==> config.mk <==
export PLATFORM = sky130hd
export DESIGN_NAME = crack_ctrl
export DESIGN_NICKNAME = d
export VERILOG_FILES = /design/src/rtl/crack_ctrl.sv
export SDC_FILE = /design/constraint.sdc
export NUM_CORES = 1
export LEC_CHECK = 0
export CORE_UTILIZATION = 45
export DETAILED_ROUTE_END_ITERATION = 8
export GPL_TIMING_DRIVEN = 0
export PLACE_DENSITY = 0.71
export SLEW_MARGIN = 15
export SYNTH_ARGS = -nofsm -noshare
export SYNTH_HDL_FRONTEND = slang
export SYNTH_SLANG_ARGS = --single-unit
==> constraint.sdc <==
create_clock -name clk -period 6.5 [get_ports clk]
set_input_delay 0.975 -clock clk [delete_from_list [all_inputs] [get_ports clk]]
set_output_delay 0.975 -clock clk [all_outputs]
set_load 0.02 [all_outputs]
==> src/rtl/crack_ctrl.sv <==
// rtl/crack_ctrl.sv - run control, result latch and seven-segment readout for the ARC4 key cracker
//
// Launches one crack run per rising edge of start via the crack_en/crack_rdy
// handshake, latches the reported key and key_valid, and shows the result on
// six active-low seven-segment digits together with busy/done/found flags and
// an elapsed-cycle count.
//
// Ports:
//   clk, rst           clock and synchronous active-high reset
//   start              run request (already synchronised); rising edge acts
//   crack_en           one-cycle start pulse to crack
//   crack_rdy          crack ready/idle
//   crack_key          key reported by crack
//   crack_key_valid    crack found a key
//   busy, done, found  run in progress / result latched / latched key_valid
//   key_out            latched key
//   cycles             elapsed cycles of the last or current run (saturating)
//   hex0..hex5         active-low segments {g,f,e,d,c,b,a}; hex5 = top nibble

module crack_ctrl #(
   parameter int ACK_LIMIT = 4,
   parameter int CNT_W     = 32
) (
   input  logic             clk,
   input  logic             rst,
   input  logic             start,
   output logic             crack_en,
   input  logic             crack_rdy,
   input  logic [23:0]      crack_key,
   input  logic             crack_key_valid,
   output logic             busy,
   output logic             done,
   output logic             found,
   output logic [23:0]      key_out,
   output logic [CNT_W-1:0] cycles,
   output logic [6:0]       hex0,
   output logic [6:0]       hex1,
   output logic [6:0]       hex2,
   output logic [6:0]       hex3,
   output logic [6:0]       hex4,
   output logic [6:0]       hex5
);

   typedef enum logic [2:0] {S_IDLE, S_REQ, S_ACK, S_RUN, S_SHOW} state_e;

   localparam int ACK_W = $clog2(ACK_LIMIT + 1);

   state_e                state_q, state_d;
   logic                  start_q;
   logic                  req;
   logic [ACK_W-1:0]      ack_q, ack_d;
   logic                  busy_q, busy_d;
   logic                  done_q, done_d;
   logic                  found_q, found_d;
   logic [23:0]           key_q, key_d;
   logic [CNT_W-1:0]      cyc_q, cyc_d;
   logic [5:0][6:0]       hex_q, hex_d;

   function automatic logic [6:0] seg7(input logic [3:0] n);
      case (n)
         4'h0:    seg7 = 7'h40;
         4'h1:    seg7 = 7'h79;
         4'h2:    seg7 = 7'h24;
         4'h3:    seg7 = 7'h30;
         4'h4:    seg7 = 7'h19;
         4'h5:    seg7 = 7'h12;
         4'h6:    seg7 = 7'h02;
         4'h7:    seg7 = 7'h78;
         4'h8:    seg7 = 7'h00;
         4'h9:    seg7 = 7'h10;
         4'hA:    seg7 = 7'h08;
         4'hB:    seg7 = 7'h03;
         4'hC:    seg7 = 7'h46;
         4'hD:    seg7 = 7'h21;
         4'hE:    seg7 = 7'h06;
         default: seg7 = 7'h0E;
      endcase
   endfunction

   assign req = start & ~start_q;

   always_comb begin
      state_d  = state_q;
      ack_d    = ack_q;
      busy_d   = busy_q;
      done_d   = done_q;
      found_d  = found_q;
      key_d    = key_q;
      cyc_d    = cyc_q;
      crack_en = 1'b0;

      // Elapsed count runs only while crack owns the run; it sticks at all-ones.
      if ((state_q == S_ACK || state_q == S_RUN) && cyc_q != {CNT_W{1'b1}}) begin
         cyc_d = cyc_q + CNT_W'(1);
      end

      case (state_q)
         S_IDLE, S_SHOW: begin
            if (req) begin
               busy_d  = 1'b1;
               done_d  = 1'b0;
               cyc_d   = '0;
               state_d = S_REQ;
            end
         end
         S_REQ: begin
            // Gated by rst so the pulse drops in the same cycle reset rises.
            if (crack_rdy && !rst) begin
               crack_en = 1'b1;
               ack_d    = ACK_W'(1);
               state_d  = S_ACK;
            end
         end
         S_ACK: begin
            // ack_q counts the en cycle as 1, so the retry en lands exactly
            // ACK_LIMIT cycles after the previous one.
            if (!crack_rdy) begin
               state_d = S_RUN;
            end else if (ack_q + ACK_W'(1) == ACK_W'(ACK_LIMIT)) begin
               state_d = S_REQ;
            end else begin
               ack_d = ack_q + ACK_W'(1);
            end
         end
         S_RUN: begin
            if (crack_rdy) begin
               key_d   = crack_key;
               found_d = crack_key_valid;
               done_d  = 1'b1;
               busy_d  = 1'b0;
               state_d = S_SHOW;
            end
         end
         default: state_d = S_IDLE;
      endcase

      // Display follows the registered result, one cycle behind it.
      for (int n = 0; n < 6; n++) begin
         if (done_q && !busy_q) begin
            hex_d[n] = found_q ? seg7(key_q[4*n +: 4]) : 7'h3F;
         end else begin
            hex_d[n] = 7'h7F;
         end
      end
   end

   always_ff @(posedge clk) begin
      if (rst) begin
         state_q <= S_IDLE;
         start_q <= 1'b0;
         ack_q   <= '0;
         busy_q  <= 1'b0;
         done_q  <= 1'b0;
         found_q <= 1'b0;
         key_q   <= '0;
         cyc_q   <= '0;
         hex_q   <= '1;
      end else begin
         state_q <= state_d;
         start_q <= start;
         ack_q   <= ack_d;
         busy_q  <= busy_d;
         done_q  <= done_d;
         found_q <= found_d;
         key_q   <= key_d;
         cyc_q   <= cyc_d;
         hex_q   <= hex_d;
      end
   end

   assign busy    = busy_q;
   assign done    = done_q;
   assign found   = found_q;
   assign key_out = key_q;
   assign cycles  = cyc_q;
   assign hex0    = hex_q[0];
   assign hex1    = hex_q[1];
   assign hex2    = hex_q[2];
   assign hex3    = hex_q[3];
   assign hex4    = hex_q[4];
   assign hex5    = hex_q[5];

endmodule

==> results of run 1 <==
-- cell families after synthesis --
group                    count (synthesis)  synth area share, %
AND/OR/NAND/NOR                        253                 21.2
buffers and inverters                   61                 4.61
multiplexers                            33                 6.17
AO/OA/AOI/OAI                          142                 13.8
adder cells (fa/ha/maj)                 39                 7.43
XOR/XNOR                                 8                 1.07
flip-flops                             150                 45.7
-- cell type report --
class,instances,area [sq um]
Inverter,26,97.6
Sequential cell,150,3000
Clock buffer,21,460
Fill cell,1143,5350
Timing Repair Buffer,129,1290
Buffer,35,205
Clock inverter,11,149
Multi-Input combinational cell,475,3270
Tap cell,180,225
-- worst min path at each step --
stage          depth (start not counted)                 end  from
3_3_place_gp                           1  hex3[2]$_SDFF_PP1_  flop
6_report                               1  hex3[0]$_SDFF_PP1_  flop
4_1_cts                                1  hex3[0]$_SDFF_PP1_  flop
3_5_place_dp                           1  hex3[0]$_SDFF_PP1_  flop
2_1_floorplan                          1  hex0[0]$_SDFF_PP1_  flop
5_1_grt                                1  hex3[5]$_SDFF_PP1_  flop
-- placed cells by master (no fill, tap or decap), types with 3 or more instances in the layout --
master,count
buf_1,5
clkbuf_1,12
o21ai_0,14
inv_1,20
nand4_1,8
buf_4,6
or3_1,19
ha_1,39
o22ai_1,19
or4_1,11
a21o_1,6
bufinv_16,3
a21oi_1,52
or2_2,8
a21oi_2,12
a221o_1,6
o31ai_1,10
o21bai_1,6
nand3_1,15
clkdlybuf4s50_1,129
mux4_2,6
mux2i_1,27
clkinvlp_4,3
o21ai_1,6
buf_2,9
clkbuf_16,17
o211ai_1,4
nand2b_1,39
a32o_1,6
buf_6,3
dfxtp_1,150
and2_1,3
nand2_1,87
nor3_1,11
and3_1,7
xnor2_1,6
nor2_1,20
and4_1,5
inv_2,6
-- through the flow --
stage                     total power [mW]  std cells  hold slack, ns
after detailed placement              1.05        995           0.391
after global routing                  2.10       1027           0.416
after CTS                             2.05       1027           0.405
final                                 2.04       1027           0.403
after global placement                1.05        995           0.389
after floorplan                       1.01        686           0.386
-- power by group --
part	internal [mW]	switching, mW
Sequential	0.930	0.00472
Clock	0.624	0.381
Combinational	0.0419	0.0551
-- metal layers --
layer	part of all wire, %	up-vias
met5	0	-
met2	47	184
li1	-	2722
met4	3.0	0
met1	44	2638
met3	5.8	35
==> impl_results.html, run 1 <==
<table>
<tr><th>Metric</th><th>Value</th></tr>
<tr><th colspan="2">Timing</th></tr>
<tr><td>Final hold violations</td><td>0</td></tr>
<tr><td>Normalized max-slew margin</td><td>36.2%</td></tr>
<tr><td>Setup skew after layout</td><td>0.00501 ns</td></tr>
<tr><td>Unrepaired setup endpoints after global routing</td><td>false</td></tr>
<tr><td>Maximum clock rate</td><td>284 MHz</td></tr>
<tr><td>Measured slew at the worst slew-check pin</td><td>0.955 ns</td></tr>
<tr><td>Number of slew-limit violations in the final report</td><td>0</td></tr>
<tr><td>Total setup violations reported at the end of the flow</td><td>0</td></tr>
<tr><td>Setup TNS</td><td>0 ns</td></tr>
<tr><td>Period Utilization, post-route</td><td>54.2%</td></tr>
<tr><td>Final min period</td><td>3.52 ns</td></tr>
<tr><td>Post-route setup slack</td><td>2.98 ns</td></tr>
<tr><th colspan="2">Yosys</th></tr>
<tr><td>Number of synthesized flops with an enable pin</td><td>0</td></tr>
<tr><td>Total standard cell area after synthesis</td><td>between 6000 and 7000 sq um</td></tr>
<tr><td>Most frequent cell after synthesis</td><td>dfxtp_1</td></tr>
<tr><td>Top cells by area, synth</td><td>dfxtp_1, ha_1, nand2_1</td></tr>
<tr><td>Ys async rst share</td><td>0%</td></tr>
<tr><td>Most frequently used flop master after synthesis</td><td>dfxtp_1</td></tr>
<tr><td>Syn_area_per_cell</td><td>9.58 sq um</td></tr>
<tr><td>Post-synthesis sequential element count</td><td>150</td></tr>
<tr><td>Biggest area consumer among synthesized cells</td><td>dfxtp_1</td></tr>
<tr><td>Total nets after synthesis</td><td>754</td></tr>
<tr><td>Number of library cell types mapped by synthesis</td><td>56</td></tr>
<tr><td>Synth cell count leaders</td><td>dfxtp_1, nand2_1, a21oi_1</td></tr>
<tr><td>Area share of the largest cell type after synthesis</td><td>45.7%</td></tr>
<tr><td>Yosys warning count</td><td>0</td></tr>
<tr><td>Sequential area share after synthesis</td><td>45.7%</td></tr>
<tr><td>Post-Syn Instances</td><td>686</td></tr>
<tr><th colspan="2">Setup path</th></tr>
<tr><td>Nature of the critical path endpoint</td><td>output pin</td></tr>
<tr><td>Register-to-register setup slack</td><td>between 3 and 4 ns</td></tr>
<tr><td>Critical setup path kind</td><td>in -&gt; out</td></tr>
<tr><td>Library cell contributing the largest single delay on the critical path</td><td>clkdlybuf4s50_1</td></tr>
<tr><td>Required time reported for the critical path endpoint</td><td>5.52 ns</td></tr>
<tr><td>End point of the critical path</td><td>crack_en</td></tr>
<tr><td>Most common cell type on the critical path</td><td>clkdlybuf4s50_1</td></tr>
<tr><td>Top cell family by delay on the critical path</td><td>buffers and inverters</td></tr>
<tr><td>Number of gates on the worst path with buffers counted</td><td>3</td></tr>
<tr><td>Startpoint of the most critical setup path</td><td>rst</td></tr>
<tr><td>Largest stage delay on the critical path</td><td>around 0.70 ns</td></tr>
<tr><td>Path depth of the worst reg2reg path</td><td>9</td></tr>
<tr><td>Reg-to-reg critical path startpoint</td><td>state_q[2]$_SDFFE_PP0P_</td></tr>
<tr><td>Startpoint type of the worst setup path</td><td>primary input</td></tr>
<tr><td>Arrival time of data at the critical path endpoint</td><td>2.55 ns</td></tr>
<tr><td>Highest net fanout along the worst path</td><td>6</td></tr>
<tr><td>Number of buffer and inverter stages on the critical path</td><td>2</td></tr>
<tr><td>Cells traversed along the worst timing path</td><td>clkdlybuf4s50_1, nor3_1, clkdlybuf4s50_1</td></tr>
<tr><th colspan="2">Route</th></tr>
<tr><td>Via count</td><td>5,579</td></tr>
<tr><td>Final routed DRC violation total</td><td>0</td></tr>
<tr><td>Via density</td><td>5.43</td></tr>
<tr><td>Total routed wirelength</td><td>16,800 um</td></tr>
<tr><td>Detail-routed net length per standard cell</td><td>16.3 um</td></tr>
<tr><td>Violation count after the first detailed-route iteration</td><td>394</td></tr>
<tr><td>Drt first pass iters</td><td>5</td></tr>
<tr><td>ANT nets after route</td><td>0</td></tr>
<tr><th colspan="2">Cells and area</th></tr>
<tr><td>Area growth from synthesis to final layout</td><td>32.3%</td></tr>
<tr><td>Total non-filler cell area in the finished layout</td><td>roughly 8700 sq um</td></tr>
<tr><td>Post-layout nets</td><td>902</td></tr>
<tr><td>Antenna cells</td><td>0</td></tr>
<tr><td>Final core utilization</td><td>61.9%</td></tr>
<tr><td>Layout cells sized above 1</td><td>10.5%</td></tr>
<tr><th colspan="2">GRT</th></tr>
<tr><td>Number of antenna violations at the first check in global routing</td><td>0</td></tr>
<tr><td>Busiest layer in global routing</td><td>met2</td></tr>
<tr><td>Met3 usage in global routing</td><td>5.30%</td></tr>
<tr><td>GRT Residual Overflow</td><td>0</td></tr>
<tr><td>Met1 usage</td><td>29.6%</td></tr>
<tr><td>Aggregate global-route resource usage</td><td>about a quarter</td></tr>
<tr><td>Number of global-route vias before repair</td><td>~5,400</td></tr>
<tr><td>Global Route met2 Usage</td><td>37.5%</td></tr>
<tr><td>Largest net degree at the start of global routing</td><td>17</td></tr>
<tr><td>First-pass GRT wire length</td><td>about 27,000 um</td></tr>
<tr><th colspan="2">Placed design</th></tr>
<tr><td>Number of buffers inserted by port buffering</td><td>129</td></tr>
<tr><td>Worst setup slack before clock tree synthesis</td><td>2.59 ns</td></tr>
<tr><td>Half-perimeter wire length after detailed placement</td><td>12,000 um</td></tr>
<tr><td>Final RePlAce weighted congestion</td><td>0.841</td></tr>
<tr><td>Post-Place Cell Area</td><td>between 8000 and 9000 sq um</td></tr>
<tr><th colspan="2">Clocking</th></tr>
<tr><td>TritonCTS Sinks</td><td>150</td></tr>
<tr><td>Clock latency on the worst-skew pair</td><td>0.42 ns</td></tr>
<tr><td>Hold buffer count at CTS</td><td>0</td></tr>
<tr><td>CTS tree</td><td>built</td></tr>
<tr><td>Clock transition at the registers of the reported paths</td><td>approximately 0.060 ns</td></tr>
<tr><td>PostCTS Resize Cnt</td><td>0</td></tr>
<tr><td>Max Buffers Root-to-Sink</td><td>2</td></tr>
<tr><td>Clk root buf</td><td>clkbuf_16</td></tr>
<tr><td>Total clock buffers created by CTS</td><td>17</td></tr>
<tr><td>Number of H-tree levels</td><td>4</td></tr>
<tr><td>Count of buffers added by post-CTS timing repair for setup</td><td>0</td></tr>
<tr><th colspan="2">Job</th></tr>
<tr><td>Max capacitance violation total</td><td>0</td></tr>
<tr><th colspan="2">Floorplanning</th></tr>
<tr><td>Core footprint</td><td>14,000 sq um</td></tr>
<tr><td>Die area</td><td>15,100 sq um</td></tr>
<tr><td>Boundary Pins</td><td>131</td></tr>
<tr><td>Die outline height</td><td>about 120 um</td></tr>
<tr><td>Starting density of the core</td><td>46.8%</td></tr>
<tr><td>Die boundary width</td><td>123 um</td></tr>
<tr><td>Row Count</td><td>43</td></tr>
<tr><th colspan="2">Pwr</th></tr>
<tr><td>Pleak</td><td>3.10 nW</td></tr>
<tr><td>Power density of the placed cells</td><td>234 nW/um^2</td></tr>
<tr><td>Peak supply drop</td><td>between 0.00015 and 0.0002 V</td></tr>
<tr><th colspan="2">Hold path</th></tr>
<tr><td>Hold crit path type</td><td>reg -&gt; reg</td></tr>
<tr><th colspan="2">Run status</th></tr>
<tr><td>Run status</td><td>finished, final reports clean</td></tr>
</table>
Note: power is estimated with default switching activity, not from simulation.
==> run 2, diff against run 1 <==
clock period = 3.3 ns   (was 6.5 ns; I/O delays follow)
==> impl_results.html, run 2 (same netlist as run 1, synthesis figures left out) <==
<table>
<tr><th>Metric</th><th>Value</th></tr>
<tr><th colspan="2">Clocking</th></tr>
<tr><td>Clock transition at the registers of the reported paths</td><td>0.06 ns</td></tr>
<tr><td>Number of H-tree levels</td><td>4</td></tr>
<tr><td>Clk root buf</td><td>clkbuf_16</td></tr>
<tr><td>CTS tree</td><td>built</td></tr>
<tr><td>Hold buffer count at CTS</td><td>0</td></tr>
<tr><td>Clock latency on the worst-skew pair</td><td>between 0.4 and 0.5 ns</td></tr>
<tr><td>Max Buffers Root-to-Sink</td><td>2</td></tr>
<tr><td>TritonCTS Sinks</td><td>150</td></tr>
<tr><td>Total clock buffers created by CTS</td><td>17</td></tr>
<tr><th colspan="2">Floorplanning</th></tr>
<tr><td>Core footprint</td><td>14,000 sq um</td></tr>
<tr><td>Starting density of the core</td><td>46.8%</td></tr>
<tr><td>Die area</td><td>15,100 sq um</td></tr>
<tr><td>Die outline height</td><td>123 um</td></tr>
<tr><td>Boundary Pins</td><td>131</td></tr>
<tr><td>Die boundary width</td><td>123 um</td></tr>
<tr><td>Row Count</td><td>43</td></tr>
<tr><th colspan="2">Pwr</th></tr>
<tr><td>Power density of the placed cells</td><td>461 nW/um^2</td></tr>
<tr><td>Comb pwr share</td><td>under 10%</td></tr>
<tr><td>Pleak</td><td>3.10 nW</td></tr>
<tr><td>Clk network pwr share</td><td>49.3%</td></tr>
<tr><td>Internal cell power</td><td>3.14 mW</td></tr>
<tr><td>Peak supply drop</td><td>0.000376 V</td></tr>
<tr><td>Sequential group share of total power</td><td>45.9%</td></tr>
<tr><td>NetSw</td><td>0.866 mW</td></tr>
<tr><td>Switching part of the total</td><td>a little over a fifth</td></tr>
<tr><th colspan="2">Setup path</th></tr>
<tr><td>Required time reported for the critical path endpoint</td><td>3.60 ns</td></tr>
<tr><td>Number of buffer and inverter stages on the critical path</td><td>4</td></tr>
<tr><td>Startpoint type of the worst setup path</td><td>flop</td></tr>
<tr><td>Nature of the critical path endpoint</td><td>flop</td></tr>
<tr><td>Most common cell type on the critical path</td><td>buf_2</td></tr>
<tr><td>Cells traversed along the worst timing path</td><td>buf_2, nand4b_2, buf_4, buf_2, nand2_1, a21oi_1, inv_1, ha_1, mux4_2</td></tr>
<tr><td>Highest net fanout along the worst path</td><td>10</td></tr>
<tr><td>Library cell contributing the largest single delay on the critical path</td><td>a21oi_1</td></tr>
<tr><td>Largest stage delay on the critical path</td><td>0.50 ns</td></tr>
<tr><td>Top cell family by delay on the critical path</td><td>buffers and inverters</td></tr>
<tr><td>Arrival time of data at the critical path endpoint</td><td>3.39 ns</td></tr>
<tr><td>Critical setup path kind</td><td>reg -&gt; reg</td></tr>
<tr><th colspan="2">Timing</th></tr>
<tr><td>Unrepaired setup endpoints after global routing</td><td>false</td></tr>
<tr><td>Period Utilization, post-route</td><td>roughly 94%</td></tr>
<tr><td>Number of slew-limit violations in the final report</td><td>0</td></tr>
<tr><td>Measured slew at the worst slew-check pin</td><td>0.954 ns</td></tr>
<tr><td>Post-route setup slack</td><td>roughly 0.21 ns</td></tr>
<tr><td>Final min period</td><td>3.09 ns</td></tr>
<tr><td>Setup skew after layout</td><td>~0.0060 ns</td></tr>
<tr><td>Normalized max-slew margin</td><td>around 36%</td></tr>
<tr><td>Setup TNS</td><td>0 ns</td></tr>
<tr><td>Maximum clock rate</td><td>324 MHz</td></tr>
<tr><td>Final hold violations</td><td>0</td></tr>
<tr><td>Total setup violations reported at the end of the flow</td><td>0</td></tr>
<tr><th colspan="2">Placed design</th></tr>
<tr><td>Worst setup slack before clock tree synthesis</td><td>-0.128 ns</td></tr>
<tr><td>Final RePlAce weighted congestion</td><td>0.841</td></tr>
<tr><td>Half-perimeter wire length after detailed placement</td><td>between 10,000 and 15,000 um</td></tr>
<tr><td>Number of buffers inserted by port buffering</td><td>129</td></tr>
<tr><td>Number of cells in the design after placement</td><td>between 900 and 1,000</td></tr>
<tr><td>Post-Place Cell Area</td><td>8090 sq um</td></tr>
<tr><th colspan="2">Route</th></tr>
<tr><td>Via density</td><td>between 5 and 6</td></tr>
<tr><td>Violation count after the first detailed-route iteration</td><td>403</td></tr>
<tr><td>Met2 wire length</td><td>slightly below 8000 um</td></tr>
<tr><td>Routed wl met3</td><td>912 um</td></tr>
<tr><td>Drt first pass iters</td><td>5</td></tr>
<tr><td>Max layer used</td><td>met4</td></tr>
<tr><td>ANT nets after route</td><td>0</td></tr>
<tr><td>Met1 wire length</td><td>7460 um</td></tr>
<tr><td>Final routed DRC violation total</td><td>0</td></tr>
<tr><td>Total routed wirelength</td><td>16,800 um</td></tr>
<tr><td>Detail-routed net length per standard cell</td><td>16.3 um</td></tr>
<tr><td>Via count</td><td>5,568</td></tr>
<tr><th colspan="2">Cells and area</th></tr>
<tr><td>Layout cells sized above 1</td><td>10.6%</td></tr>
<tr><td>Commonest cells after routing, fill and taps aside</td><td>dfxtp_1, clkdlybuf4s50_1, nand2_1</td></tr>
<tr><td>Final core utilization</td><td>62.0%</td></tr>
<tr><td>Post-route insts no fill</td><td>1,027</td></tr>
<tr><td>Total non-filler cell area in the finished layout</td><td>8700 sq um</td></tr>
<tr><td>Most frequent standard cell in the layout excluding fill and tap cells</td><td>dfxtp_1</td></tr>
<tr><td>Area growth from synthesis to final layout</td><td>32.4%</td></tr>
<tr><td>Antenna cells</td><td>0</td></tr>
<tr><td>Post-layout nets</td><td>approximately 900</td></tr>
<tr><th colspan="2">GRT</th></tr>
<tr><td>Number of global-route vias before repair</td><td>between 5,000 and 6,000</td></tr>
<tr><td>Largest net degree at the start of global routing</td><td>17</td></tr>
<tr><td>GRT Residual Overflow</td><td>0</td></tr>
<tr><td>Aggregate global-route resource usage</td><td>about a quarter</td></tr>
<tr><td>First-pass GRT wire length</td><td>26,600 um</td></tr>
<tr><td>Number of antenna violations at the first check in global routing</td><td>0</td></tr>
<tr><th colspan="2">Run status</th></tr>
<tr><td>Run status</td><td>finished, final reports clean</td></tr>
<tr><th colspan="2">Hold path</th></tr>
<tr><td>Hold crit path type</td><td>reg -&gt; reg</td></tr>
<tr><th colspan="2">Job</th></tr>
<tr><td>Max capacitance violation total</td><td>0</td></tr>
</table>
[run 2: cell counts in the layout (fill, tap and decap cells not counted)]
Identical to the previous run, type by type.
[run 2: final timing paths]
path	start	end	slack [ns]	cells after the start
worst max-delay path	state_q[2]$_SDFFE_PP0P_	flop	0.21	9
worst min-delay path	flop	hex3[0]$_SDFF_PP1_	0.40	1
worst min register to register	flop	hex3[0]$_SDFF_PP1_	0.40	1
worst max register to register	state_q[2]$_SDFFE_PP0P_	flop	0.21	9
[run 2: area by class of cell]
class,count,area (sq um)
Fill cell,1144,5340
Inverter,26,97.6
Tap cell,180,225
Clock buffer,21,460
Clock inverter,11,149
Multi-Input combinational cell,475,3270
Timing Repair Buffer,129,1290
Sequential cell,150,3000
Buffer,35,205
[run 2: stage by stage]
step	hold WS, ns	total power [mW]
after floorplan	0.386	1.99
after global placement	0.389	2.06
after detailed placement	0.391	2.07
after CTS	0.402	4.04
after global routing	0.416	4.14
final	0.403	4.01
[run 2: power groups by stage]
| stage | combinational [mW] | sequential, mW | clock (mW) |
|---|---|---|---|
| floorplan | 0.101 | 1.88 | 0 |
| global placement | 0.185 | 1.88 | 0 |
| detailed placement | 0.190 | 1.88 | 0 |
| CTS | 0.191 | 1.84 | 2.01 |
| global route | 0.206 | 1.84 | 2.09 |
| finish | 0.192 | 1.84 | 1.98 |
[run 2: metal layers]
metal	up-vias	track usage [%]
li1	2717	-
met1	2648	29.6
met2	171	37.5
met3	32	5.30
met4	0	11.1
met5	-	0
[run 2: repair_timing]
item	in CTS	in global routing
endpoints found under the setup margin	0	1
buffers inserted	0	0
hold endpoints to repair	0	0
gates resized for setup	0	1
[run 2: worst register-to-register path, cell delays in order (launching register included)]
cell and delay [ns]:
dfxtp_1 0.30, buf_2 0.19, nand4b_2 0.35, buf_4 0.28
buf_2 0.29, nand2_1 0.11, a21oi_1 0.50, inv_1 0.17
ha_1 0.31, mux4_2 0.47
